[src/rtl/beu_clmul_seq_if.sv]
// Request/response bundle between the executor and the carry-less multiply sequencer.
// Signal names match the legacy flat ports so existing hookups map one-to-one.
interface beu_clmul_seq_if;
    logic        s_valid_i;
    logic        s_ready_o;
    logic [1:0]  s_function_i;
    logic [31:0] s_op1_i;
    logic [31:0] s_op2_i;
    logic        s_kill_i;
    logic        s_valid_o;
    logic        s_ready_i;
    logic [31:0] s_result_o;
    logic        s_busy_o;

    modport master (
        output s_valid_i, s_function_i, s_op1_i, s_op2_i, s_kill_i, s_ready_i,
        input  s_ready_o, s_valid_o, s_result_o, s_busy_o
    );

    modport slave (
        input  s_valid_i, s_function_i, s_op1_i, s_op2_i, s_kill_i, s_ready_i,
        output s_ready_o, s_valid_o, s_result_o, s_busy_o
    );
endinterface

[src/rtl/beu_clmul_seq.sv]
// Iterative carry-less multiplier (clmul/clmulh/clmulr): consumes BITS_PER_CYCLE
// multiplier bits per RUN cycle into a 64-bit accumulator, fixed latency.
module beu_clmul_seq #(
    parameter int unsigned BITS_PER_CYCLE = 4
) (
    input logic                 s_clk_i,
    input logic                 s_rst_i,
    beu_clmul_seq_if.slave      bus
);
    localparam int unsigned NCHUNK = 32 / BITS_PER_CYCLE;
    localparam int unsigned CNT_W  = (NCHUNK > 1) ? $clog2(NCHUNK) : 1;
    localparam logic [CNT_W-1:0] LAST_CHUNK = CNT_W'(NCHUNK - 1);

    localparam logic [1:0] ST_IDLE = 2'd0;
    localparam logic [1:0] ST_RUN  = 2'd1;
    localparam logic [1:0] ST_DONE = 2'd2;

    logic [1:0]       state_q;
    logic [CNT_W-1:0] cnt_q;
    logic [63:0]      acc_q;
    logic [63:0]      mcand_q;
    logic [31:0]      mplier_q;
    logic [1:0]       func_q;
    logic [63:0]      partial;
    logic [31:0]      result;
    logic             accept;

    assign accept = bus.s_valid_i & (state_q == ST_IDLE) & ~bus.s_kill_i;

    // Operands are kept pre-shifted (multiplicand left, multiplier right) so each
    // cycle only looks at the low chunk instead of indexing by the counter.
    always_comb begin
        logic [BITS_PER_CYCLE-1:0] chunk;
        logic [63:0]               m;
        partial = '0;
        chunk   = mplier_q[BITS_PER_CYCLE-1:0];
        m       = mcand_q;
        for (int unsigned j = 0; j < BITS_PER_CYCLE; j++) begin
            if (chunk[0]) partial = partial ^ m;
            chunk = chunk >> 1;
            m     = m << 1;
        end
    end

    always_ff @(posedge s_clk_i or posedge s_rst_i) begin
        if (s_rst_i) begin
            state_q  <= ST_IDLE;
            cnt_q    <= '0;
            acc_q    <= '0;
            mcand_q  <= '0;
            mplier_q <= '0;
            func_q   <= '0;
        end else begin
            case (state_q)
                ST_IDLE: begin
                    if (accept) begin
                        state_q  <= ST_RUN;
                        cnt_q    <= '0;
                        acc_q    <= '0;
                        mcand_q  <= {32'b0, bus.s_op1_i};
                        mplier_q <= bus.s_op2_i;
                        func_q   <= bus.s_function_i;
                    end
                end
                ST_RUN: begin
                    if (bus.s_kill_i) begin
                        state_q <= ST_IDLE;
                    end else begin
                        acc_q    <= acc_q ^ partial;
                        mcand_q  <= mcand_q << BITS_PER_CYCLE;
                        mplier_q <= mplier_q >> BITS_PER_CYCLE;
                        cnt_q    <= cnt_q + 1'b1;
                        if (cnt_q == LAST_CHUNK) state_q <= ST_DONE;
                    end
                end
                ST_DONE: begin
                    if (bus.s_kill_i || bus.s_ready_i) state_q <= ST_IDLE;
                end
                default: state_q <= ST_IDLE;
            endcase
        end
    end

    always_comb begin
        result = '0;
        if (state_q == ST_DONE) begin
            case (func_q)
                2'b00:   result = acc_q[31:0];
                2'b01:   result = acc_q[63:32];
                2'b10:   result = acc_q[62:31];
                default: result = '0;
            endcase
        end
    end

    assign bus.s_ready_o  = (state_q == ST_IDLE);
    assign bus.s_valid_o  = (state_q == ST_DONE);
    assign bus.s_busy_o   = (state_q != ST_IDLE);
    assign bus.s_result_o = result;
endmodule
[src/flat_wrapper.sv]
// flat-port wrapper written by rule: the top's interface ports become plain ports
module beu_clmul_seq_flat 
#(
    parameter int unsigned BITS_PER_CYCLE = 4
)
  (s_clk_i, s_rst_i, bus_s_valid_i, bus_s_function_i, bus_s_op1_i, bus_s_op2_i, bus_s_kill_i, bus_s_ready_i, bus_s_ready_o, bus_s_valid_o, bus_s_result_o, bus_s_busy_o);
  beu_clmul_seq_if bus_i ();
  input logic s_clk_i;
  input logic s_rst_i;
  input wire logic [$bits(bus_i.s_valid_i)-1:0] bus_s_valid_i;
  input wire logic [$bits(bus_i.s_function_i)-1:0] bus_s_function_i;
  input wire logic [$bits(bus_i.s_op1_i)-1:0] bus_s_op1_i;
  input wire logic [$bits(bus_i.s_op2_i)-1:0] bus_s_op2_i;
  input wire logic [$bits(bus_i.s_kill_i)-1:0] bus_s_kill_i;
  input wire logic [$bits(bus_i.s_ready_i)-1:0] bus_s_ready_i;
  output wire logic [$bits(bus_i.s_ready_o)-1:0] bus_s_ready_o;
  output wire logic [$bits(bus_i.s_valid_o)-1:0] bus_s_valid_o;
  output wire logic [$bits(bus_i.s_result_o)-1:0] bus_s_result_o;
  output wire logic [$bits(bus_i.s_busy_o)-1:0] bus_s_busy_o;
  assign bus_i.s_valid_i = bus_s_valid_i;
  assign bus_i.s_function_i = bus_s_function_i;
  assign bus_i.s_op1_i = bus_s_op1_i;
  assign bus_i.s_op2_i = bus_s_op2_i;
  assign bus_i.s_kill_i = bus_s_kill_i;
  assign bus_i.s_ready_i = bus_s_ready_i;
  assign bus_s_ready_o = bus_i.s_ready_o;
  assign bus_s_valid_o = bus_i.s_valid_o;
  assign bus_s_result_o = bus_i.s_result_o;
  assign bus_s_busy_o = bus_i.s_busy_o;
  beu_clmul_seq #(.BITS_PER_CYCLE(BITS_PER_CYCLE)) u_core (.s_clk_i(s_clk_i), .s_rst_i(s_rst_i), .bus(bus_i));
endmodule
[config.mk]
export PLATFORM = sky130hd
export DESIGN_NAME = beu_clmul_seq_flat
export DESIGN_NICKNAME = d
export VERILOG_FILES = /design/src/rtl/beu_clmul_seq_if.sv /design/src/rtl/beu_clmul_seq.sv /design/src/flat_wrapper.sv
export SDC_FILE = /design/constraint.sdc
export NUM_CORES = 1
export LEC_CHECK = 0
export CORE_AREA = 2 2 119 179
export DETAILED_ROUTE_END_ITERATION = 8
export DIE_AREA = 0 0 121 181
export MAX_ROUTING_LAYER = met4
export PLACE_DENSITY = 0.78
export SLEW_MARGIN = 20
export SYNTH_ARGS = -nofsm -noshare
export SYNTH_HDL_FRONTEND = slang
export SYNTH_SLANG_ARGS = --single-unit
[constraint.sdc]
create_clock -name s_clk_i -period 5.5 [get_ports s_clk_i]
set_input_delay 1.1 -clock s_clk_i [delete_from_list [all_inputs] [get_ports s_clk_i]]
set_output_delay 1.1 -clock s_clk_i [all_outputs]
set_load 0.02 [all_outputs]
=== Word-level counts from Yosys, hierarchy flattened ===
Index checks and enable logic that the tools add are counted.

* Input port bits: 71
* Logic and storage cells: 54
* Bits in registers: 167
* Output and inout bits: 35

* Add/subtract/negate cells: 1
* Bitwise gates (word level): 7
* Reduce and logical (&&, ||, !) cells: 8
* Equal/unequal tests: 9
* Muxes and demuxes: 23

{| class="wikitable"
|+ Operator list
! operator !! number
|-
| 64-bit 2-to-1 mux || 8
|-
| 64-bit one-hot mux with 2 select lines || 2
|-
| 64-bit XOR || 4
|-
| 32-bit 2-to-1 mux || 3
|-
| 32-bit one-hot mux with 3 select lines || 1
|-
| 32-bit one-hot mux with 2 select lines || 1
|-
| 2-bit 2-to-1 mux || 4
|-
| 3-bit 2-to-1 mux || 2
|-
| 2-bit one-hot mux with 3 select lines || 1
|-
| 3-bit one-hot mux with 2 select lines || 1
|-
| 3-bit AND reduction || 2
|-
| 2-bit by 1-bit equality test with 1-bit output (second input constant) || 2
|-
| 2-bit equality test (second input constant) || 2
|-
| 2-bit logical NOT || 2
|-
| 2-bit by 1-bit inequality test with 1-bit output (second input constant) || 2
|-
| 2-bit nonzero test || 2
|-
| 3-bit by 1-bit adder with 3-bit output (second input constant) || 1
|-
| 3-bit equality test (second input constant) || 1
|-
| 3-bit by 2-bit inequality test with 1-bit output (second input constant) || 1
|-
| 1-bit AND || 2
|-
| 2-bit inequality test (second input constant) || 1
|-
| 2-bit AND reduction || 1
|-
| 1-bit logical OR || 1
|-
| 1-bit inverter || 1
|}

=== Logic depth before layout (Yosys ltp) ===
* Depth after elaboration: 10
* Depth in mapped cells: 9
* Depth with buffers taken out: 6

=== Least setup slack after synthesis ===
OpenSTA, ideal clock, no wires.

* Path type: reg-to-output
* From: register u_core.func_q[0]
* To: output bus_s_result_o[10]
* Data required time: 4.400 ns
* Cell stages (with the launch flop): 7
* Arrival: 1.460 ns
* Path buffers: 3
* Path slack: 2.940 ns
* Cells stage by stage: dfrtp_1 clkbuf_1 nor2b_1 clkbuf_1 clkbuf_1 a21oi_1 nor2_1

* Word-level cells in the longest chain between the ends: 3
* Elaborated cells on any way between the ends: 5
* Those cells by class: 2 x eq/ne; 2 x mux; 1 x reduce/logical

{| class="wikitable"
|+ RTL lines
! item !! RTL line !! source
|-
| start, declared || beu_clmul_seq.sv:23 || <nowiki>logic [1:0] func_q;</nowiki>
|-
| start signal, assigned || beu_clmul_seq.sv:62 || <nowiki>func_q <= bus.s_function_i;</nowiki>
|-
| 2-bit equality test, or another cell as far along || beu_clmul_seq.sv:87 || <nowiki>case (func_q)</nowiki>
|-
| 32-bit one-hot mux with 3 select lines (*) || beu_clmul_seq.sv:87 ||
|-
| 32-bit 2-to-1 mux (*) || beu_clmul_seq.sv:86 || <nowiki>if (state_q == ST_DONE) begin</nowiki>
|-
| end, declared || flat_wrapper.sv:18 || <nowiki>output wire logic [$bits(bus_i.s_result_o)-1:0] bus_s_result_o;</nowiki>
|}

Every way passes the cells marked *; elsewhere a longest branch is shown, timed or not.

=== Final worst setup path ===
* From: register u_core.func_q[1]
* To: output bus_s_result_o[1]

The elaborated chain is that of the path after synthesis.

==> metrics.txt <==
area added between synthesis and finish 16.4%; clk root buf clkbuf_16; CP Class flip-flop to primary output; XOR/XNOR share of the synthesized area 0.157; CTS Buffer Depth 2; Post-CTS Resized 0; GP Congestion 0.858; hold-fix buffers at CTS 0; cell area after synthesis 0.0105 sq mm; max capacitance violation total 0; residual antenna-violating net count after detailed routing 0; FILL cells 1697; Ys Warns 0; Worst Hold Endpoint u_core.mplier_q[22]; synthesized flop and latch total 167; Tcrit/Tclk final 0.733; RR Startpoint u_core.state_q[1]; post-synthesis simple-gate area fraction 0.179; flop2flop setup slack 2.40 ns; Static Leak 4.96 nW; area occupied by registers 0.00419 sq mm; Seq/Total Area, Yosys 0.399; row cnt 64; compound-gate portion of the synthesized area 0.138; RSZ-0062 raised after global routing false; Hold Fails Final Rpt 0; Max Clk Rate 248 MHz; Starting Density 0.517; clk slew on worst S/H paths 0.07 ns; TritonRoute pass-1 iters 5; Remaining DRCs 0; CORE AREA 0.0203 sq mm; mux share of post-synthesis cell area 0.0852; CTS Buf Count 17; die width 121 microns; Clk Latency, worst-skew pair 0.43 ns; Crit. Startpoint u_core.func_q[1]; vias 8838; Worst Path Arrival 2.93 ns; IO Pins 106; crit path launch type flip-flop; WL per Instance 16.5 microns; ratio of cells with drive above 1 in the final layout 0.0437; area of the multi-input gates 0.00591 sq mm; CP max FO 25; Sink Count 167; WHS Path Cells 2; clock skew 0.00961 ns; critical path, cell by cell buf_4 > nor2b_2 > buf_4 > a21oi_1 > nor2_1 > clkdlybuf4s50_1; cell mode on critical path buf_4; Die ar. 0.0219 sq mm; Die Y 181 microns; Setup crit end kind primary output; final wirelength 25.9 mm; Slew @ Worst Pin 1.06 ns; # port buffers 105; Worst EP required 4.40 ns; outcome completed; post-CTS setup buffer count 0; crit path time final 4.03 ns; Post-Layout Cell Count 1567; vias in the first global route 8764; first-pass GRT wire length 43.8 mm; Vias/cell 5.64; setup TNS 0 ns; CTS tree yes; final hold slack 0.479 ns; largest family of logic cells by synthesized area simple AND/OR/NAND/NOR gates; Design Power 4.50 mW; Worst VDD drop 0.256 mV; hpwl dp 16.9 mm; Post-Syn Instances 1247; H-tree Lvls 4; Final Net Count 1363; worst r2r dst u_core.acc_q[17]; relative slew slack 0.293; Tightest Hold Check Type flip-flop to flip-flop; total grt overflow 0; DP Cell Count 1535; largest net degree at the start of global routing 273; diode count 0; slowest stage cell, crit path dfrtp_2; hold_sp u_core.mplier_q[22]; syn nets 1320; Syn Area/Cell 8.40 sq um; post-synthesis adder-cell area fraction 0.00239; initial antenna violation count 0; setup violators final 0; GRT Util Overall 0.255; Yosys cell types 26; initial drt markers 564; Pwr Density 369 mW/mm^2; delay-heaviest family, CP buffers and inverters; Buf/Inv on CP 3; worst reg2reg path depth 7; Largest stage delay, worst path 0.68 ns; Max Slew Vio Count 0
[worst max path at each step]
stage                     slack [ns]  depth (start not counted)            endpoint
after CTS                       1.44                          6   bus_s_result_o[1]
final                           1.47                          6   bus_s_result_o[1]
after floorplan                 2.27                          1     u_core.acc_q[0]
after global routing            1.28                          6   bus_s_result_o[1]
after detailed placement        1.91                          6   bus_s_result_o[1]
after global placement          1.95                          6  bus_s_result_o[23]
[layout by cell type, fill, tap and decap left out, types with 3 or more instances in the layout]
master and instances:
clkinvlp_4 5, nor2_1 66, buf_4 9, a22o_1 42, dfrtp_2 3, xnor2_1 184
or3_1 62, inv_6 3, dfrtp_1 162, o21ai_0 119, a21oi_1 95, mux2i_1 88
clkbuf_16 17, nand2_1 313, clkdlybuf4s50_1 105
[cells in the mapped netlist]
master	count	area, sq um
nand2_1	313	1170
a22o_1	42	368
inv_1	2	7.51
nor2b_1	1	6.26
o21ai_0	119	596
nor2_2	2	12.5
nand3_1	2	10.0
xnor3_1	1	22.5
inv_2	1	3.75
xor2_1	1	8.76
nand3b_1	1	7.51
nand2b_1	2	12.5
dfrtp_1	167	4180
a21oi_1	95	475
buf_2	40	200
nor2_1	67	251
mux2i_1	88	881
clkbuf_1	50	188
mux2_2	1	11.3
buf_1	1	3.75
xnor2_1	184	1610
or3_1	62	388
nor3b_2	1	12.5
o22a_1	1	8.76
ha_1	2	25.0
buf_6	1	11.3
[per-layer routing]
metal,GRT usage,share of wire
met1,0.310,0.41
met2,0.429,0.52
met3,0.0410,0.047
met4,0.0860,0.026
met5,-,0
[worst reg2reg max path: stages (launching register included)]
cell and delay, ns:
dfrtp_1 0.41, nand2b_4 0.79, nor2_2 0.05, buf_4 0.30
nor2_4 0.25, buf_12 0.63, o21ai_0 0.43, a21oi_1 0.17
[cells by family (layout without fill, tap and decap cells)]
kind of cell / count (synthesis) / in the layout
AOI/OAI and AO/OA: 257 / 257
xor gates and xnor gates: 186 / 186
adders and majority gates: 2 / 2
buffers and inverters: 95 / 151
DFF: 167 / 167
muxes: 89 / 89
and+or+nand+nor: 451 / 451
[sequential cells by signal (all words and copies together) (netlist names)]
name,flops
u_core.mcand_q,64
u_core.acc_q,64
u_core.mplier_q,32
u_core.cnt_q,3
u_core.func_q,2
u_core.state_q,2
[through the flow]
stage / util / setup slack, ns / cell area (sq um)
after floorplan: - / 2.27 / 10500
after global placement: 0.572 / 1.95 / 11600
after detailed placement: 0.573 / 1.91 / 11600
after CTS: 0.602 / 1.44 / 12200
after global routing: 0.602 / 1.28 / 12200
final: 0.602 / 1.47 / 12200
[cell type report]
type,instances,share of cell area
Sequential cell,167,0.344
Clock inverter,13,0.0118
Multi-Input combinational cell,985,0.484
Tap cell,264,0.0271
Clock buffer,19,0.0371
Timing Repair Buffer,116,0.0950
Inverter,3,0.00123
[power breakdown]
| group | switching (mW) | total (mW) | internal (mW) |
|---|---|---|---|
| Clock | 0.517 | 1.21 | 0.697 |
| Sequential | 0.446 | 1.95 | 1.50 |
| Combinational | 0.706 | 1.33 | 0.629 |
| Total | 1.67 | 4.50 | 2.83 |
Power figures use the tool's default switching activity.
==> patch, RTL diff (config.mk and constraints unchanged) <==
Reset style: synchronous (`s_rst_i`), changed in one clocked block.
--- a/src/rtl/beu_clmul_seq.sv
+++ b/src/rtl/beu_clmul_seq.sv
@@ -43,5 +43,5 @@
     end
 
-    always_ff @(posedge s_clk_i or posedge s_rst_i) begin
+    always_ff @(posedge s_clk_i) begin
         if (s_rst_i) begin
             state_q  <= ST_IDLE;
Formal check against the unedited RTL: differs if s_rst_i is asserted again (counterexample within 4 cycles, from zero or initial values and one cycle with s_rst_i high); with s_rst_i held inactive, the same outputs for 4 cycles.
==> patch against the original RTL <==
- area after synthesis is 4.2% lower
- die area stayed put
- setup slack better by 470 ps
- final cell count is 3.2% higher
- first-iteration DRC count is 37% higher
- wire length is 0.38% lower
- sequential cell count stayed put
- design area is 4.6% lower
Power is not compared: it rests on default switching activity, and its combinational part moved more than twofold at a synthesized area within 25%.
==> patch: results (changes against the original RTL) <==
metric	value	unit	change
MaxCap Viol Count	0		unchanged
Syn Nets	1378		was 1320
Cells after Synth	1305		was 1247
ys flop type	dfxtp_1		was dfrtp_1
Worst slew margin	0.302		was 0.293
DR pass1 iterations	5		unchanged
Async SR Flop Fraction	0		was 1.00
vias in the first global route	8654		was 8764
CTS resizes	0		unchanged
first-pass GRT wire length	42.8	mm	was 43.8 mm
Total GRT Usage	0.248		was 0.255
arrival time at the worst endpoint	2460	ps	was 2930 ps
routed length per placed instance	15.9	um	was 16.5 um
layout cells sized above 1	0.0422		was 0.0437
Seq/Total Area, Yosys	0.333		was 0.399
Crit Path Max Fanout	38		was 25
status	complete, no violations		unchanged
post-synthesis adder-cell area fraction	0.00249		was 0.00239
initial antenna violation count	1		was 0
area of placed instances	11100	um^2	was 11600 um^2
Distinct cells, synth	30		was 26
number of port buffers	105		unchanged
Place WS	2040	ps	was 1910 ps
Via density	5.63		was 5.64
worst-skew pair later-pin latency	430	ps	about the same
Compound-Gate Fraction of Synth Area	0.158		was 0.138
Fillers	1817		was 1697
CTS Buffer Depth	2		unchanged
DPL Wire Length	17.4	mm	was 16.9 mm
clock transition at the registers of the reported paths	60	ps	
RD Place Congestion	0.831		was 0.858
post-synthesis mux area share	0.0877		was 0.0852
final std cells w/o fill	1617		was 1567
setup bufs post-CTS	0		unchanged
synth top area cells	dfxtp_1 33%, xnor2_1 16%, nand2_1 9.5%		was dfrtp_1 40%, xnor2_1 15%, nand2_1 11%
largest net degree at the start of global routing	160		was 273
CTS buffer count	17		unchanged
Post-Synth XOR/XNOR Area	0.163		was 0.157
top post-synthesis cells by count	253 x nand2_1, 186 x xnor2_1, 167 x dfxtp_1, 166 x nor2_1, 92 x a21oi_1		was 313 x nand2_1, 184 x xnor2_1, 167 x dfrtp_1, 119 x o21ai_0, 95 x a21oi_1
Area Overhead vs Synth	15.9	%	was 16.4%
clk_skew	8.08	ps	was 9.61 ps
leak pwr	3.88	nW	
Starting DRT DRC Count	774		was 564
## patch: final timing paths
kind,from,to,slack (ps),cells after the start
max reg2reg,u_core.state_q[0],u_core.acc_q[48],3270,6
min reg2reg,u_core.acc_q[29],u_core.acc_q[29],500,2
min,u_core.acc_q[29],u_core.acc_q[29],500,2
max,u_core.func_q[0],bus_s_result_o[23],1940,6
## patch: cells by family (layout without fill, tap and decap cells)
family | after synthesis | after routing
simple gates | 492 | 492
flops | 167 | 167
fa+ha+maj | 2 | 2
mux | 88 | 88
other cells | 0 | 2
compound gates | 262 | 262
xor+xnor | 187 | 187
buf+inv | 107 | 153
## patch: worst max-delay path, cell delays in order, from the launching register on
cell and delay [ps]:
dfxtp_2 350, buf_4 520, mux2i_1 170, nor2_1 150, a21oi_1 60, nor2_1 150, clkdlybuf4s50_1 630
## patch: cell type report
| type | instances | area share |
|---|---|---|
| flip-flops and latches | 167 | 0.288 |
| repair buffers | 118 | 0.101 |
| well taps | 264 | 0.0284 |
| multi-input cells | 1031 | 0.532 |
| clock inverters | 12 | 0.0111 |
| diodes | 2 | 0.000430 |
| clock buffers | 20 | 0.0384 |
| inverters | 3 | 0.000967 |
## patch: routing by layer
layer	wire length, um	up-vias	part of all wire	global-route usage
met1	10600	4296	0.41	0.292
met4	981	0	0.038	0.107
met2	12900	279	0.50	0.409
met3	1290	74	0.050	0.0467
li1	-	4461	-	-
met5	0	-	0	-
## patch: report_power, final
| part | switching [mW] | internal [mW] |
|---|---|---|
| clock network | 0.501 | 0.678 |
| logic | 0.196 | 0.153 |
| registers | 0.0663 | 1.25 |
## patch: metrics by stage
stage	hold WS (ps)	utilization
final	497	0.575
after global routing	524	0.574
after CTS	496	0.574
after detailed placement	487	0.546
after global placement	467	0.545
after floorplan	457	-
